$ cat src/rtl/bram_arb_pkg.sv
// Shared types and constants for the two-requester BRAM port arbiter.
package bram_arb_pkg;

  localparam int          BE_W      = 4;
  localparam logic [31:0] NOP_INSTR = 32'h0000_0013;

  typedef enum logic {OWN_IF, OWN_D} owner_e;

  typedef struct packed {
    logic   valid;
    owner_e owner;
    logic   oor;
  } resp_tag_t;

  // Word index past the end of the attached BRAM.
  function automatic logic addr_oor(input logic [31:0] addr, input logic [31:0] depth);
    return {2'b00, addr[31:2]} >= depth;
  endfunction

  // Starvation counter width; at least one bit even when the override is off.
  function automatic int starve_cw(input int limit);
    return (limit < 1) ? 1 : $clog2(limit + 1);
  endfunction

endpackage

$ cat src/rtl/bram_arb_prio.sv
// Grant selection: data has priority, fetch is forced through after a run of denials.
module bram_arb_prio
  import bram_arb_pkg::*;
#(
  parameter int STARVE_LIMIT = 4
) (
  input  logic clk,
  input  logic reset_n,
  input  logic if_req,
  input  logic d_req,
  output logic if_gnt,
  output logic d_gnt
);

  localparam int            CW  = starve_cw(STARVE_LIMIT);
  localparam logic [CW-1:0] LIM = CW'(STARVE_LIMIT);

  logic [CW-1:0] starve_cnt;
  logic          force_if;

  assign force_if = (STARVE_LIMIT != 0) && (starve_cnt == LIM);

  always_comb begin
    if_gnt = 1'b0;
    d_gnt  = 1'b0;
    if (reset_n) begin
      if (if_req && (!d_req || force_if)) if_gnt = 1'b1;
      else if (d_req)                      d_gnt  = 1'b1;
    end
  end

  // Counts consecutive denied fetch cycles; any grant or idle fetch clears it.
  always_ff @(posedge clk or negedge reset_n) begin
    if (!reset_n) begin
      starve_cnt <= '0;
    end else if (if_req && !if_gnt) begin
      if (starve_cnt != LIM) starve_cnt <= starve_cnt + 1'b1;
    end else begin
      starve_cnt <= '0;
    end
  end

endmodule

$ cat src/rtl/bram_port_arbiter.sv
// Shares one BRAM port between instruction fetch and the load/store unit.
module bram_port_arbiter
  import bram_arb_pkg::BE_W, bram_arb_pkg::OWN_IF, bram_arb_pkg::OWN_D,
         bram_arb_pkg::resp_tag_t, bram_arb_pkg::addr_oor;
#(
  parameter int          MEM_DEPTH    = 1096,
  parameter int          STARVE_LIMIT = 4,
  parameter logic [31:0] NOP_INSTR    = bram_arb_pkg::NOP_INSTR
) (
  input  logic            clk,
  input  logic            reset_n,
  input  logic            if_req,
  input  logic [31:0]     if_addr,
  output logic            if_gnt,
  output logic            if_rvalid,
  output logic [31:0]     if_rdata,
  input  logic            d_req,
  input  logic [31:0]     d_addr,
  input  logic [BE_W-1:0] d_we,
  input  logic [31:0]     d_wdata,
  output logic            d_gnt,
  output logic            d_rvalid,
  output logic [31:0]     d_rdata,
  output logic            d_err,
  output logic            mem_en,
  output logic [BE_W-1:0] mem_we,
  output logic [31:0]     mem_addr,
  output logic [31:0]     mem_wdata,
  input  logic [31:0]     mem_rdata
);

  logic      oor_if, oor_d;
  resp_tag_t tag_d, tag_q;

  bram_arb_prio #(.STARVE_LIMIT(STARVE_LIMIT)) u_prio (
    .clk     (clk),
    .reset_n (reset_n),
    .if_req  (if_req),
    .d_req   (d_req),
    .if_gnt  (if_gnt),
    .d_gnt   (d_gnt)
  );

  assign oor_if = addr_oor(if_addr, 32'(MEM_DEPTH));
  assign oor_d  = addr_oor(d_addr,  32'(MEM_DEPTH));

  // Out-of-range accesses are granted and tagged, but never reach the BRAM.
  always_comb begin
    tag_d     = '0;
    mem_en    = 1'b0;
    mem_we    = '0;
    mem_addr  = d_addr;
    mem_wdata = d_wdata;
    if (if_gnt) begin
      tag_d    = '{valid: 1'b1, owner: OWN_IF, oor: oor_if};
      mem_en   = !oor_if;
      mem_addr = if_addr;
    end else if (d_gnt) begin
      tag_d    = '{valid: 1'b1, owner: OWN_D, oor: oor_d};
      mem_en   = !oor_d;
      mem_we   = oor_d ? '0 : d_we;
    end
  end

  always_ff @(posedge clk or negedge reset_n) begin
    if (!reset_n) tag_q <= '0;
    else          tag_q <= tag_d;
  end

  assign if_rvalid = tag_q.valid && (tag_q.owner == OWN_IF);
  assign d_rvalid  = tag_q.valid && (tag_q.owner == OWN_D);
  assign d_err     = d_rvalid && tag_q.oor;
  assign if_rdata  = tag_q.oor ? NOP_INSTR : mem_rdata;
  assign d_rdata   = tag_q.oor ? 32'h0 : mem_rdata;

endmodule

$ cat config.mk
export PLATFORM = sky130hd
export DESIGN_NAME = bram_port_arbiter
export DESIGN_NICKNAME = d
export VERILOG_FILES = /design/src/rtl/bram_arb_pkg.sv /design/src/rtl/bram_arb_prio.sv /design/src/rtl/bram_port_arbiter.sv
export SDC_FILE = /design/constraint.sdc
export NUM_CORES = 1
export LEC_CHECK = 0
export CELL_PAD_IN_SITES_DETAIL_PLACEMENT = 1
export CELL_PAD_IN_SITES_GLOBAL_PLACEMENT = 1
export CORE_ASPECT_RATIO = 1.4
export CORE_MARGIN = 4
export CORE_UTILIZATION = 11
export CTS_CLUSTER_DIAMETER = 100
export DETAILED_ROUTE_END_ITERATION = 10
export PLACE_DENSITY_LB_ADDON = 0.3
export SYNTH_ARGS = -nofsm -noshare
export SYNTH_HDL_FRONTEND = slang
export SYNTH_SLANG_ARGS = --single-unit
$ cat constraint.sdc
create_clock -name clk -period 1.8 [get_ports clk]
set_input_delay 0.36 -clock clk [delete_from_list [all_inputs] [get_ports clk]]
set_output_delay 0.36 -clock clk [all_outputs]
set_load 0.03 [all_outputs]
==> impl_metrics.env, run 1 <==
export IMPL_place_ws_ps=-871
export IMPL_cts_clk_slew_worst_paths_ps=40
export IMPL_max_slew_worst_pin_slew_ps=343
export IMPL_synth_common_cells="buf_4 (61), nor2b_1 (33), mux2_2 (31), nand2_1 (9)"
export IMPL_ctsHtreeMaxLevel=1
export IMPL_fin_nets=536
export IMPL_ant_nets=0
export IMPL_rows=51
export IMPL_switchingPower_uw=743
export IMPL_port_buffers=209
export IMPL_swShare=0.404
export IMPL_layout_drive_gt1_share=0.609
export IMPL_synthAdderAreaFrac=0.0159
export IMPL_clock_fmax_mhz=439
export IMPL_synth_top_family_by_area="buffers and inverters"
export IMPL_start_util=0.113
export IMPL_placed_cell_area_sq_mm=0.00363
export IMPL_wl_met2_microns=4670
export IMPL_synthesis_nets=332
export IMPL_clock_path_buffers=2
export IMPL_num_antenna_cells=0
export IMPL_wl_met3_microns=1310
export IMPL_yosysSeqAreaShare=0.0952
export IMPL_drcViolationCount=0
export IMPL_die_w_microns=109
export IMPL_internal_power_uw=1100
export IMPL_slew_violations=0
export IMPL_area_delta_synth_final_pct=168
export IMPL_grt_overflow_total=0
export IMPL_rsz0062_at_grt="yes"
export IMPL_synth_area_leaders="buf_4 (29%), mux2_2 (22%), nor2b_1 (13%)"
export IMPL_io_pin_count=274
export IMPL_vias=2200
export IMPL_design_area_sq_mm=0.00423
export IMPL_antenna_found_initial=0
export IMPL_finalHoldViolCount=0
export IMPL_fin_crit_sh=1.27
export IMPL_synthMuxAreaShare=0.228
export IMPL_setup_viol=39
export IMPL_cts_tree="yes"
export IMPL_synthSimpleGateAreaFrac=0.270
export IMPL_crit_fanout=7
export IMPL_grt_max_degree=37
export IMPL_power_clock_fraction=0.197
export IMPL_final_cells=581
export IMPL_yosys_most_used_dff="dfrtp_1"
export IMPL_fin_crit_ps=2280
export IMPL_path_class="reg -> out"
export IMPL_root_buffer="clkbuf_16"
export IMPL_max_slew_margin_rel=0.771
export IMPL_drt_met1_wl_microns=2640
export IMPL_numCtsBuffers=3
export IMPL_cellLeakagePower_uw=0.00195
export IMPL_p_per_area_mw_per_mm2=436
export IMPL_grt_pass1_wl_microns=12400
export IMPL_die_area_sq_mm=0.0164
export IMPL_synth_cell_types=30
export IMPL_p_seq_frac=0.085
export IMPL_dp_hpwl_microns=7410
export IMPL_synthXorXnorAreaFrac=0.00555
export IMPL_yosysWarnings=0
export IMPL_drt_pass1_iter_count=2
export IMPL_power_frac_comb=0.718
export IMPL_grt_pass1_vias=2408
export IMPL_gp_congestion=0.706
export IMPL_synth_compound_area_frac=0.0539
export IMPL_core_sq_mm=0.0140
export IMPL_die_h_microns=150
export IMPL_crit_required_ps=1440
export IMPL_vdd_drop_max_mv=0.206
export IMPL_ys_seq_elements=6
export IMPL_worst_endpoint_arrival_ps=1920
export IMPL_yosys_area_top_type_share=0.290
export IMPL_placedCellCount=554
export IMPL_first_iter_violations=45
export IMPL_wl_per_cell_microns=15.0
export IMPL_totalWireLength_microns=8730
export IMPL_insertion_delay_ps=230
export IMPL_fin_skew_ps=4.36
export IMPL_status="finished with violations"
export IMPL_cts_sinks=6
export IMPL_synth_edf_count=0
export IMPL_synth_area_per_cell_sq_um=8.13
export IMPL_synth_area_leader_cell="buf_4"
export IMPL_drv_cap=0
export IMPL_async_reset_ff_frac=1.00
export IMPL_synth_cells=194
export IMPL_setup_ws_ps=-480
export IMPL_grt_total_usage=0.0969
export IMPL_cp_start_kind="register"
export IMPL_netlist_area_sq_mm=0.00158
export IMPL_cp_end_kind="output pin"
export IMPL_via_per_inst=3.79
export IMPL_top_layer_used="met4"
export IMPL_failed_checks="negative setup slack"
export IMPL_yosysMostFrequentCell="buf_4"
export IMPL_min_path_type="in -> async"
-- through the flow --
stage	hold slack [ps]	utilization	setup TNS, ps	power [uW]
2_1_floorplan	64.4	-	-1890	941
3_3_place_gp	642	0.260	-26710	1360
3_5_place_dp	661	0.260	-26820	1380
4_1_cts	298	0.297	-16460	1840
5_1_grt	324	0.303	-18990	1930
6_report	293	0.303	-16140	1840
-- worst paths after layout --
| check | from | to | slack, ps | depth (start not counted) |
|---|---|---|---|---|
| worst min register to register | u_prio.starve_cnt[1]$_DFFE_PN0P_ | u_prio.starve_cnt[1]$_DFFE_PN0P_ | 700 | 3 |
| min in group clk | d_addr[26] | tag_q[0]$_DFF_PN0_ | 610 | 5 |
| max in group asynchronous | reset_n | tag_q[0]$_DFF_PN0_ | 1390 | 3 |
| worst max-delay path | u_prio.starve_cnt[0]$_DFFE_PN0P_ | mem_addr[16] | -480 | 9 |
| worst max register to register | u_prio.starve_cnt[0]$_DFFE_PN0P_ | tag_q[0]$_DFF_PN0_ | 350 | 9 |
| worst min-delay path | reset_n | u_prio.starve_cnt[2]$_DFFE_PN0P_ | 290 | 3 |
-- placed cells by master, fill, tap and decap left out, types with 4 or more instances in the layout --
| master | Yosys | final |
|---|---|---|
| clkdlybuf4s15_2 | 0 | 4 |
| dlygate4sd2_1 | 0 | 15 |
| dfrtp_1 | 6 | 6 |
| buf_4 | 61 | 96 |
| buf_2 | 0 | 6 |
| buf_12 | 0 | 10 |
| nor2b_1 | 33 | 33 |
| mux2_4 | 0 | 32 |
| clkdlybuf4s50_1 | 0 | 66 |
| nor4_2 | 2 | 4 |
| buf_6 | 3 | 57 |
| nand2_1 | 9 | 6 |
| clkdlybuf4s15_1 | 0 | 10 |
-- power groups by stage --
| stage | clock [uW] | sequential [uW] | combinational (uW) |
|---|---|---|---|
| after floorplan | 0 | 160 | 781 |
| after global placement | 0 | 158 | 1210 |
| after detailed placement | 0 | 158 | 1220 |
| after CTS | 363 | 156 | 1320 |
| after global routing | 376 | 158 | 1400 |
| final | 363 | 156 | 1320 |
-- layout make-up --
class / instances / area [sq um]
multi-input cells: 116 / 1190
well taps: 185 / 231
flip-flops and latches: 6 / 150
fillers: 1637 / 9750
repair buffers: 266 / 2550
clock buffers: 3 / 75.1
inverters: 5 / 23.8
-- flip-flops by register name, indices dropped and copies added, names as in the netlist --
register	cells
u_prio.starve_cnt	3
tag_q	3
-- cells by family after synthesis --
family,count (synthesis)
compound gates,9
fa+ha+maj,2
buf+inv,72
xor+xnor,1
mux,32
simple gates,72
flops,6
-- layer usage --
| metal | GRT usage | vias to the layer above |
|---|---|---|
| met5 | 0 | - |
| met4 | 0.0187 | 0 |
| met3 | 0.0363 | 11 |
| met2 | 0.201 | 177 |
| met1 | 0.0855 | 1013 |
| li1 | - | 999 |
-- what timing repair did --
item	in CTS	in global routing
gates resized for setup	264	16
buffers inserted	20	6
pin swaps	26	6
setup endpoints to repair	40	41
hold buffers	0	0
-- worst max-delay path: stages (launching register included) --
cell and delay [ps]:
dfrtp_1 370, inv_2 70, ha_4 150, nand2_2 50
a21o_1 200, inv_4 120, buf_12 140, buf_12 120
mux2_4 310, buf_6 140
Power figures use the tool's default switching activity.
==> inputs of run 2 (changes only) <==
Settings changed: PLACE_DENSITY_LB_ADDON 0.3 to 0.2, REMOVE_ABC_BUFFERS from default to 1.
==> impl_metrics.env, run 2 (synthesis gave the netlist of run 1 again) <==
export IMPL_design_area_sq_mm=0.00414
export IMPL_totalWireLength_microns=9650
export IMPL_clock_fmax_mhz=436
export IMPL_gp_congestion=0.666
export IMPL_min_path_type="in -> async"
export IMPL_die_area_sq_mm=0.0164
export IMPL_worst_endpoint_arrival_ps=1930
export IMPL_area_delta_synth_final_pct=162
export IMPL_worst_r2r_endpoint="u_prio.starve_cnt[2]$_DFFE_PN0P_"
export IMPL_cp_start_kind="primary input"
export IMPL_core_sq_mm=0.0140
export IMPL_regToRegStartpoint="u_prio.starve_cnt[0]$_DFFE_PN0P_"
export IMPL_placed_cell_area_sq_mm=0.00355
export IMPL_crit_fanout=7
export IMPL_grt_overflow_total=0
export IMPL_final_cells=569
export IMPL_finalHoldViolCount=0
export IMPL_power_uw=1830
export IMPL_grt_total_usage=0.107
export IMPL_fin_crit_ps=2290
export IMPL_cts_clk_slew_worst_paths_ps=30
export IMPL_port_buffers=209
export IMPL_clock_path_buffers=2
export IMPL_worstPathCellList="clkdlybuf4s50_1, nand2_1, a21o_1, clkinv_4, buf_16, buf_6, mux2_4, buf_6"
export IMPL_insertion_delay_ps=230
export IMPL_drt_pass1_iter_count=4
export IMPL_rows=51
export IMPL_grt_pass1_wl_microns=13400
export IMPL_crit_required_ps=1440
export IMPL_die_w_microns=109
export IMPL_ctsHtreeMaxLevel=1
export IMPL_cp_slowest_cell="clkdlybuf4s50_1"
export IMPL_via_per_inst=3.75
export IMPL_setup_viol=38
export IMPL_rsz0062_at_grt="yes"
export IMPL_die_h_microns=150
export IMPL_cts_sinks=6
export IMPL_ff2ff_path_depth=7
export IMPL_grtUsageMet1=0.103
export IMPL_cp_end_kind="output pin"
export IMPL_critPathMostFrequentCell="buf_6"
export IMPL_numCtsBuffers=3
export IMPL_fin_nets=523
export IMPL_tns_ps=-16700
export IMPL_drv_cap=0
export IMPL_io_pin_count=274
export IMPL_r2r_setup_slack_ps=460
export IMPL_failed_checks="negative setup slack"
export IMPL_vias=2131
export IMPL_grtUsageMet3=0.0673
export IMPL_ctsHoldBuffers=0
export IMPL_met2_usage=0.196
export IMPL_cellLeakagePower_uw=0.00190
export IMPL_fin_crit_sh=1.27
export IMPL_mostFrequentLayoutCell="buf_4"
export IMPL_final_core_util=0.296
export IMPL_path_class="in -> out"
export IMPL_p_per_area_mw_per_mm2=442
export IMPL_fin_skew_ps=1.82
export IMPL_cts_tree="yes"
export IMPL_max_slew_margin_rel=0.776
export IMPL_slew_violations=0
export IMPL_grt_max_degree=37
export IMPL_largestRegisters="tag_q (3), u_prio.starve_cnt (3)"
export IMPL_status="finished with violations"
export IMPL_antenna_found_initial=1
export IMPL_ant_nets=0
export IMPL_max_stage_delay_ps=500
export IMPL_first_iter_violations=23
export IMPL_layout_drive_gt1_share=0.567
export IMPL_placedCellCount=551
export IMPL_setup_ws_ps=-493
export IMPL_drcViolationCount=0
export IMPL_grt_pass1_vias=2403
export IMPL_top_usage_layer="met2"
export IMPL_root_buffer="clkbuf_16"
export IMPL_vdd_drop_max_mv=0.224
export IMPL_start_util=0.113
export IMPL_max_slew_worst_pin_slew_ps=338
export IMPL_final_cell_mix="buf_4 (88), clkdlybuf4s50_1 (69), buf_6 (45)"
export IMPL_wl_per_cell_microns=17.0
export IMPL_dp_hpwl_microns=8180
run 2: cell count changes in the layout (fill, tap and decap cells not counted), moves of 2 or more:
cell	previous run	this run
clkdlybuf4s15_2	4	1
buf_6	57	45
clkdlybuf4s15_1	10	4
buf_16	0	2
buf_4	96	88
nand2_2	3	1
inv_4	2	0
buf_12	10	12
inv_1	1	3
clkdlybuf4s50_1	66	69
dlygate4sd2_1	15	23
run 2: worst max-delay path: cells and delay by family:
kind	cells	cell delay, ps
compound gates	1	200
simple gates	1	70
mux	1	290
buf+inv	5	990
run 2: area by class of cell:
| class | instances | area, sq um |
|---|---|---|
| fillers | 1623 | 9840 |
| repair buffers | 253 | 2480 |
| multi-input cells | 116 | 1170 |
| well taps | 185 | 231 |
| flip-flops and latches | 6 | 150 |
| clock buffers | 3 | 75.1 |
| inverters | 5 | 23.8 |
| diodes | 1 | 2.50 |
run 2: power breakdown:
group | leakage, uW | switching, uW | internal (uW)
combinational | 0.00179 | 651 | 660
sequential | 0.0000776 | 7.10 | 148
clock | 0.0000370 | 75.9 | 285
run 2: what timing repair did:
action                                 in CTS  in global routing
resized for setup                         287                 26
gates cloned                                2                  0
pin swaps                                  21                  8
buffers inserted                            7                  7
setup endpoints to repair                  41                 41
endpoints found under the hold margin       0                  0
run 2: through the flow:
stage | hold WS (ps) | worst slack [ps]
finish | 567 | -493
global placement | 631 | -940
global route | 596 | -602
CTS | 448 | -547
detailed placement | 662 | -948
floorplan | 64.4 | -499
run 2: per-layer routing:
layer / wire length [microns] / up-vias
met4: 56 / 0
met1: 3100 / 949
met5: 0 / -
met2: 4730 / 202
met3: 1760 / 5
li1: - / 975
run 2: worst max-delay path by stage:
stage                                startpoint            to  slack [ps]  cells after the start
6_report                                reset_n  mem_addr[18]        -490                      8
2_1_floorplan  u_prio.starve_cnt[0]$_DFFE_PN0P_   mem_addr[7]        -500                      6
5_1_grt        u_prio.starve_cnt[0]$_DFFE_PN0P_        mem_en        -600                     10
4_1_cts        u_prio.starve_cnt[1]$_DFFE_PN0P_   mem_addr[9]        -550                      9
3_3_place_gp                          d_addr[5]     mem_we[3]        -940                      7
3_5_place_dp                          d_addr[5]     mem_we[3]        -950                      7
==> inputs of run 3 (changes only) <==
Settings changed: CAP_MARGIN from default to 10, HOLD_SLACK_MARGIN from default to 0.1, PLACE_DENSITY from default to 0.81, PLACE_DENSITY_LB_ADDON 0.2 to default.
==> impl_metrics.env, run 3 (synthesis gave the netlist of run 1 again) <==
export IMPL_cts_sinks=6
export IMPL_cp_start_kind="register"
export IMPL_final_cells=561
export IMPL_drt_pass1_iter_count=4
export IMPL_antenna_found_initial=0
export IMPL_p_seq_frac=0.088
export IMPL_slew_violations=0
export IMPL_grt_pass1_wl_microns=14300
export IMPL_root_buffer="clkbuf_16"
export IMPL_crit_fanout=6
export IMPL_rsz0062_at_grt="yes"
export IMPL_start_util=0.113
export IMPL_port_buffers=209
export IMPL_via_per_inst=3.84
export IMPL_clock_fmax_mhz=447
export IMPL_cellLeakagePower_uw=0.00192
export IMPL_num_antenna_cells=0
export IMPL_setup_viol=38
export IMPL_worst_endpoint_arrival_ps=1880
export IMPL_cts_clk_slew_worst_paths_ps=30
export IMPL_grt_pass1_vias=2546
export IMPL_core_sq_mm=0.0140
export IMPL_power_frac_comb=0.709
export IMPL_switchingPower_uw=745
export IMPL_power_uw=1780
export IMPL_min_path_type="in -> async"
export IMPL_gp_congestion=0.810
export IMPL_vias=2153
export IMPL_drv_cap=0
export IMPL_vdd_drop_max_mv=0.237
export IMPL_swShare=0.419
export IMPL_max_slew_worst_pin_slew_ps=336
export IMPL_crit_required_ps=1440
export IMPL_largestRegisters="tag_q (3), u_prio.starve_cnt (3)"
export IMPL_wl_per_cell_microns=18.4
export IMPL_ant_nets=0
export IMPL_max_slew_margin_rel=0.775
export IMPL_area_delta_synth_final_pct=152
export IMPL_ctsHtreeMaxLevel=1
export IMPL_io_pin_count=274
export IMPL_p_per_area_mw_per_mm2=447
export IMPL_numCtsBuffers=3
export IMPL_fin_crit_ps=2240
export IMPL_dp_hpwl_microns=8630
export IMPL_rows=51
export IMPL_placedCellCount=542
export IMPL_place_ws_ps=-891
export IMPL_die_w_microns=109
export IMPL_cts_tree="yes"
export IMPL_totalWireLength_microns=10300
export IMPL_power_clock_fraction=0.204
export IMPL_drcViolationCount=0
export IMPL_grt_max_degree=37
export IMPL_grt_overflow_total=0
export IMPL_placed_cell_area_sq_mm=0.00341
export IMPL_mostFrequentLayoutCell="buf_4"
export IMPL_layout_drive_gt1_share=0.606
export IMPL_ctsHoldBuffers=0
export IMPL_fin_skew_ps=1.18
export IMPL_insertion_delay_ps=230
export IMPL_failed_checks="negative setup slack"
export IMPL_design_area_sq_mm=0.00398
export IMPL_grt_total_usage=0.116
export IMPL_final_cell_mix="buf_4 (92), clkdlybuf4s50_1 (53), buf_6 (45)"
export IMPL_fin_nets=516
export IMPL_holdWs_ps=188
export IMPL_status="finished with violations"
export IMPL_fin_crit_sh=1.24
export IMPL_finalHoldViolCount=0
export IMPL_setup_ws_ps=-436
export IMPL_path_class="reg -> out"
export IMPL_die_h_microns=150
export IMPL_internal_power_uw=1030
export IMPL_clock_path_buffers=2
export IMPL_cp_end_kind="output pin"
export IMPL_first_iter_violations=39
export IMPL_die_area_sq_mm=0.0164
export IMPL_fill_cells=1615
-- run 3: metrics by stage --
stage / setup TNS (ps) / util
after floorplan: -23780 / -
after global placement: -29150 / 0.244
after detailed placement: -29440 / 0.244
after CTS: -16610 / 0.280
after global routing: -16910 / 0.285
final: -14140 / 0.285
-- run 3: power by group through the flow --
stage | sequential (uW) | clock [uW] | combinational [uW]
final | 156 | 362 | 1260
after global routing | 157 | 384 | 1330
after CTS | 156 | 370 | 1260
after detailed placement | 156 | 0 | 1160
after global placement | 155 | 0 | 1140
after floorplan | 167 | 0 | 513
-- run 3: layer usage --
layer / share of wire / up-vias / GRT usage
li1: - / 956 / -
met1: 0.28 / 976 / 0.0988
met2: 0.50 / 212 / 0.215
met3: 0.20 / 9 / 0.0880
met4: 0.011 / 0 / 0.0206
met5: 0 / - / 0
-- run 3: area by class of cell --
type                       instances  area [sq um]  share of cell area
sequential                         6           150              0.0377
multi-input combinational        116          1180               0.298
timing repair buffer             246          2310               0.582
inverter                           5          21.3             0.00535
clock buffer                       3          75.1              0.0189
tap                              185           231              0.0582
-- run 3: what timing repair did --
item	in CTS	in global routing
endpoints found under the setup margin	40	42
gates cloned	2	0
setup buffers	16	4
resized for setup	303	53
pin swaps	22	21
-- run 3: path summary, 6_finish.rpt --
| kind | depth (start not counted) | end | start | slack, ps |
|---|---|---|---|---|
| worst max register to register | 7 | tag_q[0]$_DFF_PN0_ | u_prio.starve_cnt[0]$_DFFE_PN0P_ | 470 |
| worst max-delay path | 9 | mem_addr[26] | u_prio.starve_cnt[1]$_DFFE_PN0P_ | -440 |
| worst min-delay path | 2 | u_prio.starve_cnt[0]$_DFFE_PN0P_ | reset_n | 190 |
| max in group asynchronous | 2 | tag_q[1]$_DFF_PN0_ | reset_n | 1500 |
| min in group clk | 5 | tag_q[0]$_DFF_PN0_ | d_addr[17] | 710 |
| worst min register to register | 3 | u_prio.starve_cnt[2]$_DFFE_PN0P_ | u_prio.starve_cnt[2]$_DFFE_PN0P_ | 730 |
-- run 3: critical path, stage by stage, from the launching register on --
cell and delay (ps):
dfrtp_1 380, inv_2 70, ha_4 140, nand2_2 60, a21o_1 190, inv_4 120
buf_12 140, buf_8 110, mux2_4 300, buf_6 140
